## config.mk

```make
export PLATFORM = sky130hd
export DESIGN_NAME = uart_reg_bridge
export DESIGN_NICKNAME = d
export VERILOG_FILES = /design/src/rtl/uart_reg_bridge.sv
export SDC_FILE = /design/constraint.sdc
export NUM_CORES = 1
export LEC_CHECK = 0
export ABC_CLOCK_PERIOD_IN_PS = 2110
export CAP_MARGIN = 10
export CORE_ASPECT_RATIO = 2
export CORE_MARGIN = 2
export CORE_UTILIZATION = 31
export DETAILED_ROUTE_END_ITERATION = 8
export GPL_TIMING_DRIVEN = 0
export SLEW_MARGIN = 20
export SYNTH_ARGS = -nofsm -noshare
export SYNTH_HDL_FRONTEND = slang
export SYNTH_SLANG_ARGS = --single-unit
export TNS_END_PERCENT = 20
```

## constraint.sdc

```tcl
create_clock -name ipClk -period 2.11 [get_ports ipClk]
set_input_delay 0.3165 -clock ipClk [delete_from_list [all_inputs] [get_ports ipClk]]
set_output_delay 0.3165 -clock ipClk [all_outputs]
set_load 0.02 [all_outputs]
```

## src/rtl/uart_reg_bridge.sv

```systemverilog
// ---------------------------------------------------------------------------
// uart_reg_bridge
//
// Turns the UART receive byte stream into register bus accesses and
// answers each access through the UART transmitter.
//
// Frame format (received):
//   0x55, CMD, ADDR                    read  (CMD = 0x00)
//   0x55, CMD, ADDR, D3, D2, D1, D0    write (CMD = 0x01), data MSB first
//
// Replies (transmitted):
//   write : 0xAA
//   read  : 0xAA, D3, D2, D1, D0
//
// Parameters
//   ADDR_W          register address width (1..32); the address byte is
//                   zero-extended or truncated to this width
//   TIMEOUT_CYCLES  max clock cycles between received bytes of one frame
//
// Optional build macro
//   INTER_BYTE_TIMEOUT_EN  when defined, a partial frame is abandoned after
//                          TIMEOUT_CYCLES cycles without a received byte;
//                          when undefined a partial frame waits forever
//
// Ports
//   ipClk       in   1       system clock
//   ipReset     in   1       synchronous reset, active-high
//   ipRxData    in   8       received byte
//   ipRxValid   in   1       one-cycle strobe, ipRxData valid
//   opTxData    out  8       byte to transmit
//   opTxSend    out  1       transmit request, held until ipTxBusy seen
//   ipTxBusy    in   1       transmitter busy
//   opAddress   out  ADDR_W  register address
//   opWrData    out  32      register write data
//   opWrEnable  out  1       one-cycle write strobe
//   opRdEnable  out  1       one-cycle read strobe
//   ipRdData    in   32      register read data
//   ipRdValid   in   1       one-cycle strobe, ipRdData valid
//
// State    | meaning
// ---------+------------------------------------------------------------
// IDLE     | hunting for the 0x55 sync byte
// CMD      | waiting for the command byte
// ADDR     | waiting for the address byte
// WDATA    | collecting the four write data bytes
// WRITE    | write strobe cycle
// READ     | read strobe cycle
// RD_WAIT  | waiting (unbounded) for read data
// REPLY    | transmitting the reply bytes one handshake at a time
// ---------------------------------------------------------------------------
module uart_reg_bridge #(
    parameter int ADDR_W         = 8,
    parameter int TIMEOUT_CYCLES = 5_000_000
) (
    input  logic              ipClk,
    input  logic              ipReset,
    input  logic [7:0]        ipRxData,
    input  logic              ipRxValid,
    output logic [7:0]        opTxData,
    output logic              opTxSend,
    input  logic              ipTxBusy,
    output logic [ADDR_W-1:0] opAddress,
    output logic [31:0]       opWrData,
    output logic              opWrEnable,
    output logic              opRdEnable,
    input  logic [31:0]       ipRdData,
    input  logic              ipRdValid
);

    localparam logic [7:0] SYNC_BYTE = 8'h55;
    localparam logic [7:0] CMD_READ  = 8'h00;
    localparam logic [7:0] CMD_WRITE = 8'h01;
    localparam logic [7:0] ACK_BYTE  = 8'hAA;

    localparam logic [2:0] WR_REPLY_LEN = 3'd1;
    localparam logic [2:0] RD_REPLY_LEN = 3'd5;

    typedef enum logic [2:0] {
        S_IDLE,
        S_CMD,
        S_ADDR,
        S_WDATA,
        S_WRITE,
        S_READ,
        S_RD_WAIT,
        S_REPLY
    } state_t;

    state_t            state_q;
    state_t            state_d;

    logic              is_write;
    logic [1:0]        byte_cnt;
    logic [23:0]       wr_shift;
    logic [31:0]       rd_data;
    logic [2:0]        reply_len;
    logic [2:0]        reply_idx;
    logic [7:0]        reply_byte;
    logic [ADDR_W-1:0] addr_ext;
    logic              timeout;
    logic              last_reply_byte;

    // -----------------------------------------------------------------------
    // Address byte fitted to ADDR_W
    // -----------------------------------------------------------------------
    generate
        if (ADDR_W > 8) begin : g_addr_wide
            assign addr_ext = {{(ADDR_W-8){1'b0}}, ipRxData};
        end else if (ADDR_W == 8) begin : g_addr_exact
            assign addr_ext = ipRxData;
        end else begin : g_addr_narrow
            assign addr_ext = ipRxData[ADDR_W-1:0];
        end
    endgenerate

    // -----------------------------------------------------------------------
    // Inter-byte timeout
    // -----------------------------------------------------------------------
`ifdef INTER_BYTE_TIMEOUT_EN
    // Counter only ever reaches TIMEOUT_CYCLES-1 before the frame is dropped.
    localparam int GAP_W = (TIMEOUT_CYCLES > 1) ? $clog2(TIMEOUT_CYCLES) : 1;

    logic [GAP_W-1:0] gap_cnt;
    logic             in_frame;

    assign in_frame = (state_q == S_CMD) || (state_q == S_ADDR) ||
                      (state_q == S_WDATA);

    always_ff @(posedge ipClk) begin
        if (ipReset) begin
            gap_cnt <= '0;
        end else if (!in_frame || ipRxValid) begin
            gap_cnt <= '0;
        end else begin
            gap_cnt <= gap_cnt + 1'b1;
        end
    end

    // The cycle that would be the TIMEOUT_CYCLES-th one without a byte.
    assign timeout = in_frame && !ipRxValid &&
                     (gap_cnt == GAP_W'(TIMEOUT_CYCLES - 1));
`else
    // Keeps TIMEOUT_CYCLES referenced in builds without the timeout.
    localparam int unused_timeout_cycles = TIMEOUT_CYCLES;

    assign timeout = 1'b0;
`endif

    // -----------------------------------------------------------------------
    // Reply byte selection
    // -----------------------------------------------------------------------
    always_comb begin
        reply_byte = ACK_BYTE;
        case (reply_idx)
            3'd1:    reply_byte = rd_data[31:24];
            3'd2:    reply_byte = rd_data[23:16];
            3'd3:    reply_byte = rd_data[15:8];
            3'd4:    reply_byte = rd_data[7:0];
            default: reply_byte = ACK_BYTE;
        endcase
    end

    // Current byte is being accepted by the transmitter and is the last one.
    assign last_reply_byte = opTxSend && ipTxBusy &&
                             (reply_idx == (reply_len - 3'd1));

    // -----------------------------------------------------------------------
    // State register
    // -----------------------------------------------------------------------
    always_ff @(posedge ipClk) begin
        if (ipReset) begin
            state_q <= S_IDLE;
        end else begin
            state_q <= state_d;
        end
    end

    // -----------------------------------------------------------------------
    // Next state and strobes
    // -----------------------------------------------------------------------
    always_comb begin
        state_d    = state_q;
        opWrEnable = 1'b0;
        opRdEnable = 1'b0;

        case (state_q)
            S_IDLE: begin
                if (ipRxValid && (ipRxData == SYNC_BYTE)) begin
                    state_d = S_CMD;
                end
            end

            S_CMD: begin
                if (timeout) begin
                    state_d = S_IDLE;
                end else if (ipRxValid) begin
                    if ((ipRxData == CMD_READ) || (ipRxData == CMD_WRITE)) begin
                        state_d = S_ADDR;
                    end else begin
                        state_d = S_IDLE;
                    end
                end
            end

            S_ADDR: begin
                if (timeout) begin
                    state_d = S_IDLE;
                end else if (ipRxValid) begin
                    state_d = is_write ? S_WDATA : S_READ;
                end
            end

            S_WDATA: begin
                if (timeout) begin
                    state_d = S_IDLE;
                end else if (ipRxValid && (byte_cnt == 2'd3)) begin
                    state_d = S_WRITE;
                end
            end

            S_WRITE: begin
                opWrEnable = 1'b1;
                state_d    = S_REPLY;
            end

            S_READ: begin
                opRdEnable = 1'b1;
                // Data returned in the strobe cycle itself is taken directly.
                state_d    = ipRdValid ? S_REPLY : S_RD_WAIT;
            end

            S_RD_WAIT: begin
                if (ipRdValid) begin
                    state_d = S_REPLY;
                end
            end

            S_REPLY: begin
                if (last_reply_byte) begin
                    state_d = S_IDLE;
                end
            end

            default: state_d = S_IDLE;
        endcase
    end

    // -----------------------------------------------------------------------
    // Datapath: frame capture, read data, transmit handshake
    // -----------------------------------------------------------------------
    always_ff @(posedge ipClk) begin
        if (ipReset) begin
            opAddress <= '0;
            opWrData  <= '0;
            opTxData  <= '0;
            opTxSend  <= 1'b0;
            is_write  <= 1'b0;
            byte_cnt  <= '0;
            wr_shift  <= '0;
            rd_data   <= '0;
            reply_len <= '0;
            reply_idx <= '0;
        end else begin
            case (state_q)
                S_CMD: begin
                    if (ipRxValid) begin
                        is_write <= (ipRxData == CMD_WRITE);
                    end
                end

                S_ADDR: begin
                    if (ipRxValid) begin
                        opAddress <= addr_ext;
                        byte_cnt  <= '0;
                    end
                end

                S_WDATA: begin
                    // Bytes collect in a shadow so opWrData only changes
                    // once the full word is present.
                    if (ipRxValid) begin
                        byte_cnt <= byte_cnt + 2'd1;
                        wr_shift <= {wr_shift[15:0], ipRxData};
                        if (byte_cnt == 2'd3) begin
                            opWrData <= {wr_shift, ipRxData};
                        end
                    end
                end

                S_WRITE: begin
                    reply_len <= WR_REPLY_LEN;
                    reply_idx <= '0;
                end

                S_READ, S_RD_WAIT: begin
                    if (ipRdValid) begin
                        rd_data   <= ipRdData;
                        reply_len <= RD_REPLY_LEN;
                        reply_idx <= '0;
                    end
                end

                S_REPLY: begin
                    if (opTxSend) begin
                        if (ipTxBusy) begin
                            opTxSend  <= 1'b0;
                            reply_idx <= reply_idx + 3'd1;
                        end
                    end else if (!ipTxBusy) begin
                        opTxData <= reply_byte;
                        opTxSend <= 1'b1;
                    end
                end

                default: ;
            endcase
        end
    end

endmodule

```

==> run_results.csv <==
group,metric,value,unit
die,core_region_area,0.01466,sq mm
worst_setup_path,crit_required,1.79,ns
synthesis,synth.distinct_cells,46,
worst_setup_path,start_kind,"flop",
routing,ant_nets,0,
power_and_ir_drop,powerDensity,935.6,mW/mm^2
synthesis,yosysTopAreaCell,"dfxtp_1",
sta,relSlewSlack,60.65,%
worst_setup_path,crit_path_end_kind,"primary output",
routing,wl_per_cell,14.28,microns
cts,clockBufferDepth,2,
sta,fmax,506.0,MHz
die,rows,63,
global_route,grt_pass1_vias,4231,
global_route,grt_usage,16.42,%
synthesis,synth_fp_nets,632,
cts,tritoncts,"yes",
sta,report.final.setup_viol,0,
worst_setup_path,worst_path_largest_cell_delay,0.38,ns
cells_and_area,areaGrowthSynthToFinish,41.08,%
cells_and_area,final_layout_size_suffix_gt1_share,7.638,%
sta,fin_skew,0.006677,ns
place,routabilityCongestion,0.8231,
sta,fin_setup_tns,0,ns
cts,clk_pin_slew_worst_paths,0.06,ns
synthesis,synth_area,0.004593,sq mm
synthesis,yosysWarningCount,0,
worst_hold_path,hold_path_class,"input port to flop",
synthesis,synth_commonest_cells,"nand2_1 (197), dfxtp_1 (116), a21oi_1 (113)",
cells_and_area,utilization,44.20,%
synthesis,synth_top_area_share,50.56,%
worst_setup_path,path_class,"flop to primary output",
cts,htree_levels,4,
cts,clkLatencyLatePin,0.41,ns
worst_setup_path,crit_family,"buffers and inverters",
cells_and_area,fin_nets,745,
sta,whs,0.3776,ns
global_route,grt-ovfl-total,0,
synthesis,synthFlopType,"dfxtp_1",
routing,vias,4372,
synthesis,yosysMostFrequentCell,"nand2_1",
global_route,antenna_found_initial,0,
cells_and_area,fill_cells,1539,
worst_setup_path,cp.buffers_inverters,3,
global_route,grt_pass1_wl,20750,microns
status,status,"finished clean",
die,io_pins,96,
sta,worst_pin_slew,0.5903,ns
die,initial_core_util,31.33,%
routing,drt_iter0_markers,264,
routing,drt_wl_total,12890,microns
cells_and_area,antenna_cells,0,
synthesis,ys_ff_latch,116,
cts,cts_buffers,17,
place,hpwl,9204,microns
die,die_area,0.01586,sq mm
worst_setup_path,cpMaxStageDelayCell,"dlygate4sd2_1",
routing,dr.pass1.iters,4,
worst_setup_path,path_max_fanout,10,
routing,post-route-drc-count,0,
synthesis,synth_seq_area_share,50.56,%
cells_and_area,fin_area,0.006480,sq mm
synthesis,syn-mean-instance-area,7.906,sq um
die,die_height,176.1,microns
sta,finalHoldViolations,0,
die,die_w,90.07,microns
job,drv_cap,0,
sta,grt_setup_unrepaired,"false",
cts,cts_root_buf,"clkbuf_16",
synthesis,async_flop_share,0,%
worst_setup_path,cp_cell_sequence,"buf_6 -> inv_1 -> nor3_2 -> dlygate4sd2_1",
place,dp_cells,870,
synthesis,syn_inst,581,
place,port-buffer-count,94,
synthesis,synth_edf_count,0,
sta,finalCritPeriodShare,93.66,%
cells_and_area,fin_cells,902,
worst_setup_path,arrival,1.66,ns
place,place_area,0.005778,sq mm
global_route,grt_max_degree,17,
power_and_ir_drop,p_leak,2.143,nW
synthesis,yosys-top-cells-area,"dfxtp_1 (51%), nand2_1 (16%), a21oi_1 (12%)",
cts,cts.sinks,116,
sta,drv_slew,0,
sta,period_needed,1.976,ns
routing,drt-vias-per-instance,4.847,
power_and_ir_drop,peakVddDrop,0.6046,mV
## timing repair
item / CTS / global route
gates resized for setup: 5 / 7
hold buffers: 0 / 0
endpoints found under the setup margin: 7 / 4
gates cloned: 0 / 0
buffers inserted: 0 / 1
pin swaps: 0 / 1
## cells by family after synthesis
family                     synth area share [%]
AOI/OAI and AO/OA                         19.59
xor gates and xnor gates                 0.5175
adders and majority gates                 1.634
buffers and inverters                     4.495
DFF                                       50.56
muxes                                    0.2179
and+or+nand+nor                           22.99
## worst register-to-register path, stage by stage (launching register included)
cell and delay [ns]:
dfxtp_1 0.36, clkbuf_4 0.23, clkbuf_4 0.22, inv_1 0.06
ha_1 0.32, a32oi_2 0.26, o21ai_0 0.12, a22oi_1 0.17
nor2_1 0.06
## final cells by class
type,count,area (sq um),share of cell area (%)
tap,195,244.0,3.765
multi-input combinational,418,2091,32.27
clock inverter,12,200.2,3.089
timing repair buffer,95,945.9,14.60
inverter,7,26.28,0.4055
clock buffer,20,466.7,7.202
buffer,39,183.9,2.838
sequential,116,2322,35.84
## final timing paths
check / startpoint / end / slack, ns / depth (start not counted)
setup / recovery: state_q[2] / opWrEnable / 0.13 / 4
hold / removal: ipReset / opTxData[3] / 0.38 / 4
setup reg to reg: reply_idx[2] / opTxData[4] / 0.18 / 8
hold reg to reg: rd_data[20] / rd_data[20] / 0.45 / 2
## where the power goes
part	internal [mW]	switching, mW
sequential	2.24	0.0436
clock	2.19	1.05
combinational	0.231	0.306
total	4.66	1.40
## per-layer routing
metal	routed length, microns	part of all wire (%)	GRT usage [%]
met1	5931	46	20.36
met2	6058	47	26.69
met3	626	4.9	4.140
met4	269	2.1	7.756
met5	0	0	0
## per-stage QoR
step,setup slack (ns),total power [mW]
2_1_floorplan,0.2529,2.637
3_3_place_gp,-0.1693,2.859
3_5_place_dp,-0.1998,2.867
4_1_cts,0.06763,6.104
5_1_grt,0.02410,6.256
6_report,0.1339,6.063
## sequential cells by signal, indices dropped and copies added (netlist names)
register	flops
opTxData	8
opTxSend	1
reply_idx	3
opAddress	8
byte_cnt	2
opWrData	32
is_write	1
reply_len	2
state_q	3
wr_shift	24
rd_data	32
## placed cells by master, fill, tap and decap left out, types with 3 or more instances in the layout
cell | Yosys | routed
nor2_1 | 15 | 15
a22oi_1 | 13 | 13
clkbuf_16 | 0 | 17
buf_1 | 6 | 5
inv_1 | 7 | 7
o21ai_0 | 18 | 18
ha_1 | 6 | 6
bufinv_16 | 0 | 5
nand3_1 | 6 | 6
buf_4 | 4 | 5
a21oi_1 | 113 | 113
clkdlybuf4s50_1 | 0 | 92
buf_2 | 6 | 6
nand2b_1 | 4 | 4
clkinvlp_4 | 0 | 3
nand2_1 | 197 | 197
clkbuf_1 | 23 | 21
clkbuf_8 | 0 | 3
nor2b_1 | 3 | 3
dfxtp_1 | 116 | 116
Power figures use the tool's default switching activity.
